## src/rtl/uparc_muldiv_seq_pkg.sv

```systemverilog
// rtl/uparc_muldiv_seq_pkg.sv - shared constants, op codes and state encoding for the mul/div sequencer
package uparc_muldiv_seq_pkg;

    localparam int UPARC_REG_WIDTH = 32;
    localparam int UPARC_MDOP_WIDTH = 2;

    localparam logic [UPARC_MDOP_WIDTH-1:0] UPARC_MDOP_MULT  = 2'd0;
    localparam logic [UPARC_MDOP_WIDTH-1:0] UPARC_MDOP_MULTU = 2'd1;
    localparam logic [UPARC_MDOP_WIDTH-1:0] UPARC_MDOP_DIV   = 2'd2;
    localparam logic [UPARC_MDOP_WIDTH-1:0] UPARC_MDOP_DIVU  = 2'd3;

    typedef enum logic [1:0] {
        ST_IDLE = 2'd0,
        ST_CALC = 2'd1,
        ST_FIX  = 2'd2
    } md_state_e;

    // Op encoding: bit 1 selects divide, bit 0 selects unsigned.
    function automatic logic op_is_div(input logic [UPARC_MDOP_WIDTH-1:0] op_v);
        return op_v[1];
    endfunction

    function automatic logic op_is_signed(input logic [UPARC_MDOP_WIDTH-1:0] op_v);
        return ~op_v[0];
    endfunction

endpackage

```

## src/rtl/uparc_muldiv_neg.sv

```systemverilog
// rtl/uparc_muldiv_neg.sv - conditional two's-complement negate of a W-bit value
module uparc_muldiv_neg #(
    parameter int W = 32
) (
    input  logic [W-1:0] val_i,
    input  logic         neg_i,
    output logic [W-1:0] val_o
);

    assign val_o = neg_i ? (~val_i + {{(W-1){1'b0}}, 1'b1}) : val_i;

endmodule

```

## src/rtl/uparc_muldiv_seq.sv

```systemverilog
// rtl/uparc_muldiv_seq.sv - iterative MULT/MULTU/DIV/DIVU sequencer owning HI/LO; optional UPARC_MULDIV_EARLY_EXIT_EN
module uparc_muldiv_seq
    import uparc_muldiv_seq_pkg::*;
#(
    parameter int WIDTH = UPARC_REG_WIDTH
) (
    input  logic                        clk,
    input  logic                        rst,
    input  logic                        start,
    input  logic [UPARC_MDOP_WIDTH-1:0] op,
    input  logic [WIDTH-1:0]            a,
    input  logic [WIDTH-1:0]            b,
    input  logic                        abort,
    input  logic                        hi_wr,
    input  logic                        lo_wr,
    input  logic [WIDTH-1:0]            wdata,
    output logic                        busy,
    output logic                        done,
    output logic                        div_zero,
    output logic [WIDTH-1:0]            hi,
    output logic [WIDTH-1:0]            lo
);

    localparam int CW = $clog2(WIDTH + 1);

    md_state_e                   state_q, state_d;
    logic [UPARC_MDOP_WIDTH-1:0] op_q, op_d;
    logic [WIDTH-1:0]            acc_hi_q, acc_hi_d;
    logic [WIDTH-1:0]            acc_lo_q, acc_lo_d;
    logic [WIDTH-1:0]            dvs_q, dvs_d;
    logic [CW-1:0]               cnt_q, cnt_d;
    logic                        negq_q, negq_d;
    logic                        negr_q, negr_d;
    logic                        dz_q, dz_d;
    logic                        done_q, done_d;
    logic                        div_zero_q, div_zero_d;
    logic [WIDTH-1:0]            hi_q, hi_d;
    logic [WIDTH-1:0]            lo_q, lo_d;

    logic             cap_signed;
    logic [WIDTH-1:0] abs_a, abs_b;

    assign cap_signed = op_is_signed(op);

    uparc_muldiv_neg #(.W(WIDTH)) u_abs_a (
        .val_i (a),
        .neg_i (cap_signed & a[WIDTH-1]),
        .val_o (abs_a)
    );

    uparc_muldiv_neg #(.W(WIDTH)) u_abs_b (
        .val_i (b),
        .neg_i (cap_signed & b[WIDTH-1]),
        .val_o (abs_b)
    );

    // One shared adder: add mcand for multiply, subtract divisor from the shifted remainder for divide.
    logic             is_div;
    logic [WIDTH:0]   add_x;
    logic [WIDTH:0]   add_y;
    logic [WIDTH+1:0] add_s;

    assign is_div = op_is_div(op_q);
    assign add_x  = is_div ? {acc_hi_q, acc_lo_q[WIDTH-1]} : {1'b0, acc_hi_q};
    assign add_y  = is_div ? ~{1'b0, dvs_q} : {1'b0, dvs_q};
    assign add_s  = {1'b0, add_x} + {1'b0, add_y} + {{(WIDTH+1){1'b0}}, is_div};

    logic [WIDTH:0]   mul_sum;
    logic [WIDTH-1:0] mul_hi, mul_lo, div_hi, div_lo;
    logic             no_borrow;

    assign mul_sum   = acc_lo_q[0] ? add_s[WIDTH:0] : {1'b0, acc_hi_q};
    assign mul_hi    = mul_sum[WIDTH:1];
    assign mul_lo    = {mul_sum[0], acc_lo_q[WIDTH-1:1]};
    assign no_borrow = add_s[WIDTH+1];
    assign div_hi    = no_borrow ? add_s[WIDTH-1:0] : add_x[WIDTH-1:0];
    assign div_lo    = {acc_lo_q[WIDTH-2:0], no_borrow};

    logic [2*WIDTH-1:0] prod_raw, prod_n;
    logic [WIDTH-1:0]   quo_n, rem_n, fix_hi, fix_lo;

`ifdef UPARC_MULDIV_EARLY_EXIT_EN
    // Multiplier bits still waiting to be consumed after this iteration.
    logic [WIDTH-1:0] rem_mask;
    assign rem_mask = ~({WIDTH{1'b1}} << (cnt_q - 1'b1));
    assign prod_raw = {acc_hi_q, acc_lo_q} >> cnt_q;
`else
    assign prod_raw = {acc_hi_q, acc_lo_q};
`endif

    uparc_muldiv_neg #(.W(2*WIDTH)) u_neg_prod (
        .val_i (prod_raw),
        .neg_i ((op_q == UPARC_MDOP_MULT) & negq_q),
        .val_o (prod_n)
    );

    uparc_muldiv_neg #(.W(WIDTH)) u_neg_quo (
        .val_i (acc_lo_q),
        .neg_i ((op_q == UPARC_MDOP_DIV) & negq_q),
        .val_o (quo_n)
    );

    uparc_muldiv_neg #(.W(WIDTH)) u_neg_rem (
        .val_i (acc_hi_q),
        .neg_i ((op_q == UPARC_MDOP_DIV) & negr_q),
        .val_o (rem_n)
    );

    // A divide-by-zero preloads acc_hi=a and acc_lo=ones, which pass through untouched.
    assign fix_hi = dz_q ? acc_hi_q : (is_div ? rem_n : prod_n[2*WIDTH-1:WIDTH]);
    assign fix_lo = dz_q ? acc_lo_q : (is_div ? quo_n : prod_n[WIDTH-1:0]);

    always_comb begin
        state_d    = state_q;
        op_d       = op_q;
        acc_hi_d   = acc_hi_q;
        acc_lo_d   = acc_lo_q;
        dvs_d      = dvs_q;
        cnt_d      = cnt_q;
        negq_d     = negq_q;
        negr_d     = negr_q;
        dz_d       = dz_q;
        done_d     = 1'b0;
        div_zero_d = div_zero_q;
        hi_d       = hi_q;
        lo_d       = lo_q;

        case (state_q)
            ST_IDLE: begin
                if (start && !abort) begin
                    op_d       = op;
                    negq_d     = cap_signed & (a[WIDTH-1] ^ b[WIDTH-1]);
                    negr_d     = cap_signed & a[WIDTH-1];
                    div_zero_d = 1'b0;
                    cnt_d      = CW'(WIDTH);
                    dvs_d      = op_is_div(op) ? abs_b : abs_a;
                    acc_hi_d   = '0;
                    acc_lo_d   = op_is_div(op) ? abs_a : abs_b;
                    dz_d       = op_is_div(op) && (b == '0);
                    state_d    = ST_CALC;
                    if (op_is_div(op) && (b == '0)) begin
                        acc_hi_d = a;
                        acc_lo_d = '1;
                        state_d  = ST_FIX;
                    end
`ifdef UPARC_MULDIV_EARLY_EXIT_EN
                    if (!op_is_div(op) && (abs_b == '0)) begin
                        state_d = ST_FIX;
                    end
`endif
                end else if (!start) begin
                    if (hi_wr) hi_d = wdata;
                    if (lo_wr) lo_d = wdata;
                end
            end
            ST_CALC: begin
                if (abort) begin
                    state_d = ST_IDLE;
                end else begin
                    acc_hi_d = is_div ? div_hi : mul_hi;
                    acc_lo_d = is_div ? div_lo : mul_lo;
                    cnt_d    = cnt_q - 1'b1;
                    if (cnt_q == CW'(1)) begin
                        state_d = ST_FIX;
                    end
`ifdef UPARC_MULDIV_EARLY_EXIT_EN
                    if (!is_div && ((mul_lo & rem_mask) == '0)) begin
                        state_d = ST_FIX;
                    end
`endif
                end
            end
            ST_FIX: begin
                state_d = ST_IDLE;
                if (!abort) begin
                    hi_d       = fix_hi;
                    lo_d       = fix_lo;
                    done_d     = 1'b1;
                    div_zero_d = dz_q;
                end
            end
            default: begin
                state_d = ST_IDLE;
            end
        endcase
    end

    always_ff @(posedge clk or posedge rst) begin
        if (rst) begin
            state_q    <= ST_IDLE;
            op_q       <= '0;
            acc_hi_q   <= '0;
            acc_lo_q   <= '0;
            dvs_q      <= '0;
            cnt_q      <= '0;
            negq_q     <= 1'b0;
            negr_q     <= 1'b0;
            dz_q       <= 1'b0;
            done_q     <= 1'b0;
            div_zero_q <= 1'b0;
            hi_q       <= '0;
            lo_q       <= '0;
        end else begin
            state_q    <= state_d;
            op_q       <= op_d;
            acc_hi_q   <= acc_hi_d;
            acc_lo_q   <= acc_lo_d;
            dvs_q      <= dvs_d;
            cnt_q      <= cnt_d;
            negq_q     <= negq_d;
            negr_q     <= negr_d;
            dz_q       <= dz_d;
            done_q     <= done_d;
            div_zero_q <= div_zero_d;
            hi_q       <= hi_d;
            lo_q       <= lo_d;
        end
    end

    assign busy     = (state_q != ST_IDLE);
    assign done     = done_q;
    assign div_zero = div_zero_q;
    assign hi       = hi_q;
    assign lo       = lo_q;

endmodule

```

## config.mk

```make
export PLATFORM = sky130hd
export DESIGN_NAME = uparc_muldiv_seq
export DESIGN_NICKNAME = d
export VERILOG_FILES = /design/src/rtl/uparc_muldiv_seq_pkg.sv /design/src/rtl/uparc_muldiv_neg.sv /design/src/rtl/uparc_muldiv_seq.sv
export SDC_FILE = /design/constraint.sdc
export NUM_CORES = 1
export LEC_CHECK = 0
export BUFFER_PORTS_ARGS = -buffer_cell sky130_fd_sc_hd__buf_2
export CORE_MARGIN = 5
export CORE_UTILIZATION = 50
export CTS_BUF_LIST = sky130_fd_sc_hd__clkbuf_2
export DETAILED_ROUTE_END_ITERATION = 8
export PLACE_DENSITY = 0.74
export SYNTH_ARGS = -nofsm -noshare
export SYNTH_HDL_FRONTEND = slang
export SYNTH_SLANG_ARGS = --single-unit
export TNS_END_PERCENT = 100
```

## constraint.sdc

```tcl
create_clock -name clk -period 14.8 [get_ports clk]
set_input_delay 3.7 -clock clk [delete_from_list [all_inputs] [get_ports clk]]
set_output_delay 3.7 -clock clk [all_outputs]
set_load 0.03 [all_outputs]
```

### After elaboration in Yosys (flattened, before gate mapping)

Index checks and enable logic that the tools add are counted.
W data, S select, Z words.

* register bits: 175
* output and inout bits: 67
* word-level logic and storage cells: 110

* add/sub/neg operators: 8
* eq/ne operators: 12
* multiplexer cells: 48
* bitwise gates (word level): 14
* reduce and logical (&&, ||, !) cells: 15

Operators by type and width (number)
* $mux W32: 27
* $pmux W32 S2: 4
* $add A32 B1 Y32 const B: 4
* $not A32 Y32: 4
* $mux W33: 3
* $add A64 B1 Y64 const B: 1
* $mux W64: 1
* $not A64 Y64: 1
* $add A33 B33 Y34: 1
* $add A34 B1 Y34: 1
* $not A32 Y33: 1
* $logic_not A32 Y1: 1
* $ne A2 B2 Y1 const B: 7
* $mux W6: 2
* $pmux W6 S2: 1
* $reduce_and A5 Y1: 2
* $mux W2: 4
* $and A1 B1 Y1: 6
* $eq A6 B1 Y1 const B: 1
* $reduce_and A3 Y1: 2
* $reduce_bool A2 Y1: 3
* $sub A6 B1 Y6 const B: 1
* $eq A2 B2 Y1 const B: 2
* $logic_not A2 Y1: 2
* other kinds (10): 15

### Logic depth before layout (Yosys ltp)

* word-level depth: 8
* gate-level depth with buffers: 18
* depth with buffers taken out: 13

### Cells and area by module

A second synthesis with hierarchy kept.

* cell total of the unflattened synthesis: 2355
* area total of the unflattened synthesis: 18515.3 um^2

Modules (own cells, without submodules)
* uparc_muldiv_seq: instances 1, cells an instance 1753, area an instance 13758.2 um^2
* uparc_muldiv_neg at u_abs_a ...: instances 4, cells an instance 99, area an instance 777.0 um^2
* uparc_muldiv_neg at u_neg_prod: instances 1, cells an instance 206, area an instance 1649.1 um^2

### Worst setup path before layout

OpenSTA, ideal clock, no wires.

* path kind: in2reg
* start point: input b[2]
* end point: register acc_hi_q[30]
* library setup time: 0.077 ns
* arrival time: 6.120 ns
* setup slack: 8.603 ns
* stages on the path: 11
* path buffers: 2
* cells stage by stage: nor4_1 -> nand3_1 -> and4bb_2 -> inv_1 -> nor4b_1 -> clkbuf_1 -> buf_2 -> a21oi_1 -> nor2_1 -> o221ai_1 -> a21oi_1

* cells in the longest elaborated chain, start to end: 5

RTL lines
* from (decl): line uparc_muldiv_seq.sv:12 `input logic [WIDTH-1:0] b,`
* $logic_not A32 Y1: line uparc_muldiv_seq.sv:141 `if (op_is_div(op) && (b == '0)) begin`
* $logic_and A1 B1 Y1: line uparc_muldiv_seq.sv:141
* $mux W32: line uparc_muldiv_seq.sv:141
* $mux W32: line uparc_muldiv_seq.sv:130 `if (start && !abort) begin`
* $pmux W32 S2: line uparc_muldiv_seq.sv:128 `case (state_q)`
* to (signal assigned): line uparc_muldiv_seq.sv:206 `acc_hi_q <= acc_hi_d;`
* to (decl): line uparc_muldiv_seq.sv:28 `logic [WIDTH-1:0] acc_hi_q, acc_hi_d;`

Every way passes these cells. The select of a mux whose other input is x is not followed.
A chain may end at the register's enable or synchronous reset.

### Worst setup path after layout

* start point: input b[2]
* end point: register acc_hi_q[22]

The elaborated chain is that of the path after synthesis.

==> flow_metrics.py <==
metrics = {
    "critical_path": {
        "reg2regPathDepth": 13,
        "crit_path_cell_trace": "buf_2 > nor4_1 > nand3_1 > and4bb_2 > inv_1 > nor4b_2 > buf_4 > and2_1 > a221oi_1 > a31oi_1",
        "cp_slowest_cell": "nor4_1",
        "worstPathMaxFanout": 47,
        "slowest_delay_ns": 0.79,
        "required_ns": 15.57,
        "crit_type": "input pin to register",
        "crit_family": "simple AND/OR/NAND/NOR gates",
        "cp.arrival_ns": 7.03,
        "path_depth": 10,
        "start_kind": "input pin",
        "path_buf_inv": 3,
        "endpoint_kind": "register",
    },
    "die": {
        "num_io_pins": 171,
        "die_area_um2": 33300,
        "rows": 63,
        "die_y_um": 183,
        "die_w_um": 183,
        "fp.coreArea_um2": 29600,
        "start_util_pct": 50.4,
    },
    "cts": {
        "cts_tree": "built",
        "cts_hold_buf": 0,
        "cts_buffer_depth": 2,
        "clk_latency_ns": 0.87,
        "root_buffer": "clkbuf_2",
        "cts_sinks": 175,
        "ctsResizeCount": 0,
        "clkTransAtPathRegs_ns": 0.33,
        "post_cts_buffers": 0,
        "h-tree-depth": 4,
        "numCtsBuffers": 17,
    },
    "sta": {
        "worstMarginPinSlew_ns": 1.20,
        "fin_crit_sh_pct": 42.3,
        "finalSetupViolations": 0,
        "skew_ns": 0.0824,
        "finalHoldViolations": 0,
        "slew_headroom_pct": 19.0,
        "rsz0062_at_grt": "no",
        "timing.final.crit_period_ns": 6.26,
        "fmax_mhz": 160,
        "tns_ns": 0,
        "slew_violations": 0,
    },
    "worst_hold_path": {
        "hold_class": "register to register",
        "hold_path_depth": 2,
    },
    "cells_and_area": {
        "stdcell_count": 2393,
        "area_growth_pct": 8.27,
        "fin_util_pct": 54.6,
        "final_cell_mix": "nor2_1, nand2_1, a21oi_1",
        "layout_commonest_cell": "nor2_1",
        "drive_gt1_share_pct": 14.3,
        "nets": 2130,
    },
    "logic_synthesis": {
        "avgSynthCellArea_um2": 7.70,
        "syn_area_um2": 14900,
        "ys.flop_type": "dfrtp_1",
        "yosysWarnings": 0,
        "synth_edf_count": 0,
        "synthArstFlopShare_pct": 100,
        "synth_fp_nets": 2076,
        "seq_area_frac_synth_pct": 29.4,
        "synth-seq-cells": 175,
        "netlist_instances": 1934,
        "synth_cell_types": 76,
    },
    "power_and_ir_drop": {
        "pwr-share-comb_pct": 61.8,
        "sw_frac_of_total_pct": 54.5,
        "max-vdd-ir-drop_v": 0.000130,
        "seq_power_share_pct": 28.5,
        "p_per_area_nw_per_um2": 199,
        "intPower_w": 0.00146,
        "p_leak_nw": 6.89,
        "net-switching-power_w": 0.00175,
        "power.share.clock_pct": 9.7,
    },
    "place": {
        "dp_hpwl_mm": 41.8,
        "placed_cells": 2359,
        "routabilityCongestion": 1.06,
        "port_buffers": 170,
    },
    "global_route": {
        "antenna_found_initial": 2,
        "met1_usage_pct": 44.2,
        "use_met3_pct": 7.39,
        "busiest_layer": "met2",
        "grtUsageMet2_pct": 49.0,
        "grt_pass1_wl_mm": 85.0,
        "grt_max_degree": 112,
        "grt_usage_pct": 32.3,
        "overflow": 0,
        "grt_pass1_vias": 14613,
    },
    "run_status": {
        "status": "finished clean",
    },
    "drt": {
        "drtIter0Drc": 1913,
        "wl_per_cell_um": 23.1,
        "vias": 15637,
        "via_per_inst": 6.53,
        "detail_route.first_pass.iterations": 6,
        "wirelength_mm": 55.3,
        "drcViolationCount": 0,
        "ant_nets": 0,
    },
    "run": {
        "maxCapViolations": 0,
    },
}
final cells by class:
class	count	area, µm²
multi-input cells	1582	9880
clock inverters	15	219
diodes	2	5.00
fillers	2861	13400
well taps	390	488
clock buffers	17	85.1
inverters	27	106
repair buffers	185	963
flip-flops and latches	175	4380
cells in the mapped netlist, types with 6 or more instances:
cell type	instances	area share, %
o21ai_0	147	4.9
a221oi_1	19	1.1
o221ai_1	11	0.65
mux2_2	38	2.9
o22ai_1	23	0.97
o31a_1	12	0.71
and2_1	7	0.29
a31oi_1	24	1.0
mux2i_1	53	3.6
nor2_1	233	5.9
nand4_1	7	0.29
o31ai_1	62	3.1
nor2b_1	15	0.63
xnor2_1	85	5.0
nand3_1	33	1.1
and3_1	14	0.59
ha_1	37	3.1
inv_1	27	0.68
a21oi_1	192	6.5
clkbuf_1	132	3.3
dfrtp_1	175	29
o211ai_1	11	0.55
nor3_1	40	1.3
nand2_1	225	5.7
or3_1	9	0.38
o311ai_0	6	0.35
nor4_1	24	1.0
buf_1	11	0.28
a21o_1	19	0.96
o41ai_1	9	0.53
or4_1	16	0.81
xor2_1	98	5.8
a211oi_1	22	1.1
nand2b_1	16	0.67
kinds of logic after synthesis:
logic type | after synthesis | share of synthesized area, %
simple gates | 669 | 20.4
compound gates | 601 | 25.1
xor+xnor | 183 | 10.8
buf+inv | 177 | 4.65
flops | 175 | 29.4
mux | 91 | 6.43
fa+ha+maj | 38 | 3.24
worst register-to-register path, stage by stage (launching register included):
cell and delay [ns]:
dfrtp_4 0.90, buf_4 0.66, mux2_2 0.43, ha_1 0.44
nand2_1 0.11, o21ai_0 0.25, a31oi_1 0.16, o221ai_1 0.29
a22oi_1 0.19, o41ai_4 0.09, buf_4 0.48, mux2_2 0.41
a21oi_1 0.18, o21ai_0 0.09
registers in the layout (all words and copies together) (netlist names), 2 cells and up:
name	count
acc_lo_q	32
hi	32
dvs_q	32
lo	32
state_q	2
cnt_q	6
acc_hi_q	32
op_q	2
power by group through the flow:
stage / registers (W) / clock network, W / logic (W)
4_1_cts: 0.000895 / 0.000310 / 0.00194
3_3_place_gp: 0.000900 / 0 / 0.00190
2_1_floorplan: 0.000827 / 0 / 0.00145
6_report: 0.000914 / 0.000310 / 0.00198
5_1_grt: 0.000930 / 0.000331 / 0.00216
3_5_place_dp: 0.000906 / 0 / 0.00193
layer usage:
layer,routed length [µm],up-vias,part of all wire [%]
met3,6440,171,12
met4,2820,0,5.1
met5,0,-,0
met2,23900,992,43
met1,22200,7384,40
li1,-,7090,-
metrics by stage:
step	setup WS (ns)	total power (W)	instance area, µm²	hold WS, ns
finish	8.54	0.00321	16100	0.516
global route	8.37	0.00342	16100	0.542
CTS	8.64	0.00315	16100	0.519
detailed placement	7.79	0.00284	15800	0.461
global placement	7.91	0.00280	15800	0.454
floorplan	6.35	0.00228	14900	0.459
path summary, 6_finish.rpt:
kind	slack (ns)	to	from
min in group asynchronous	3.00	hi[7]	rst
worst min-delay path	0.52	hi[25]	hi[25]
worst min register to register	0.52	hi[25]	hi[25]
max in group asynchronous	10.10	op_q[1]	rst
worst max register to register	10.03	acc_hi_q[7]	op_q[1]
worst max-delay path	8.54	acc_hi_q[22]	b[2]
Note: power is estimated with default switching activity, not from simulation.
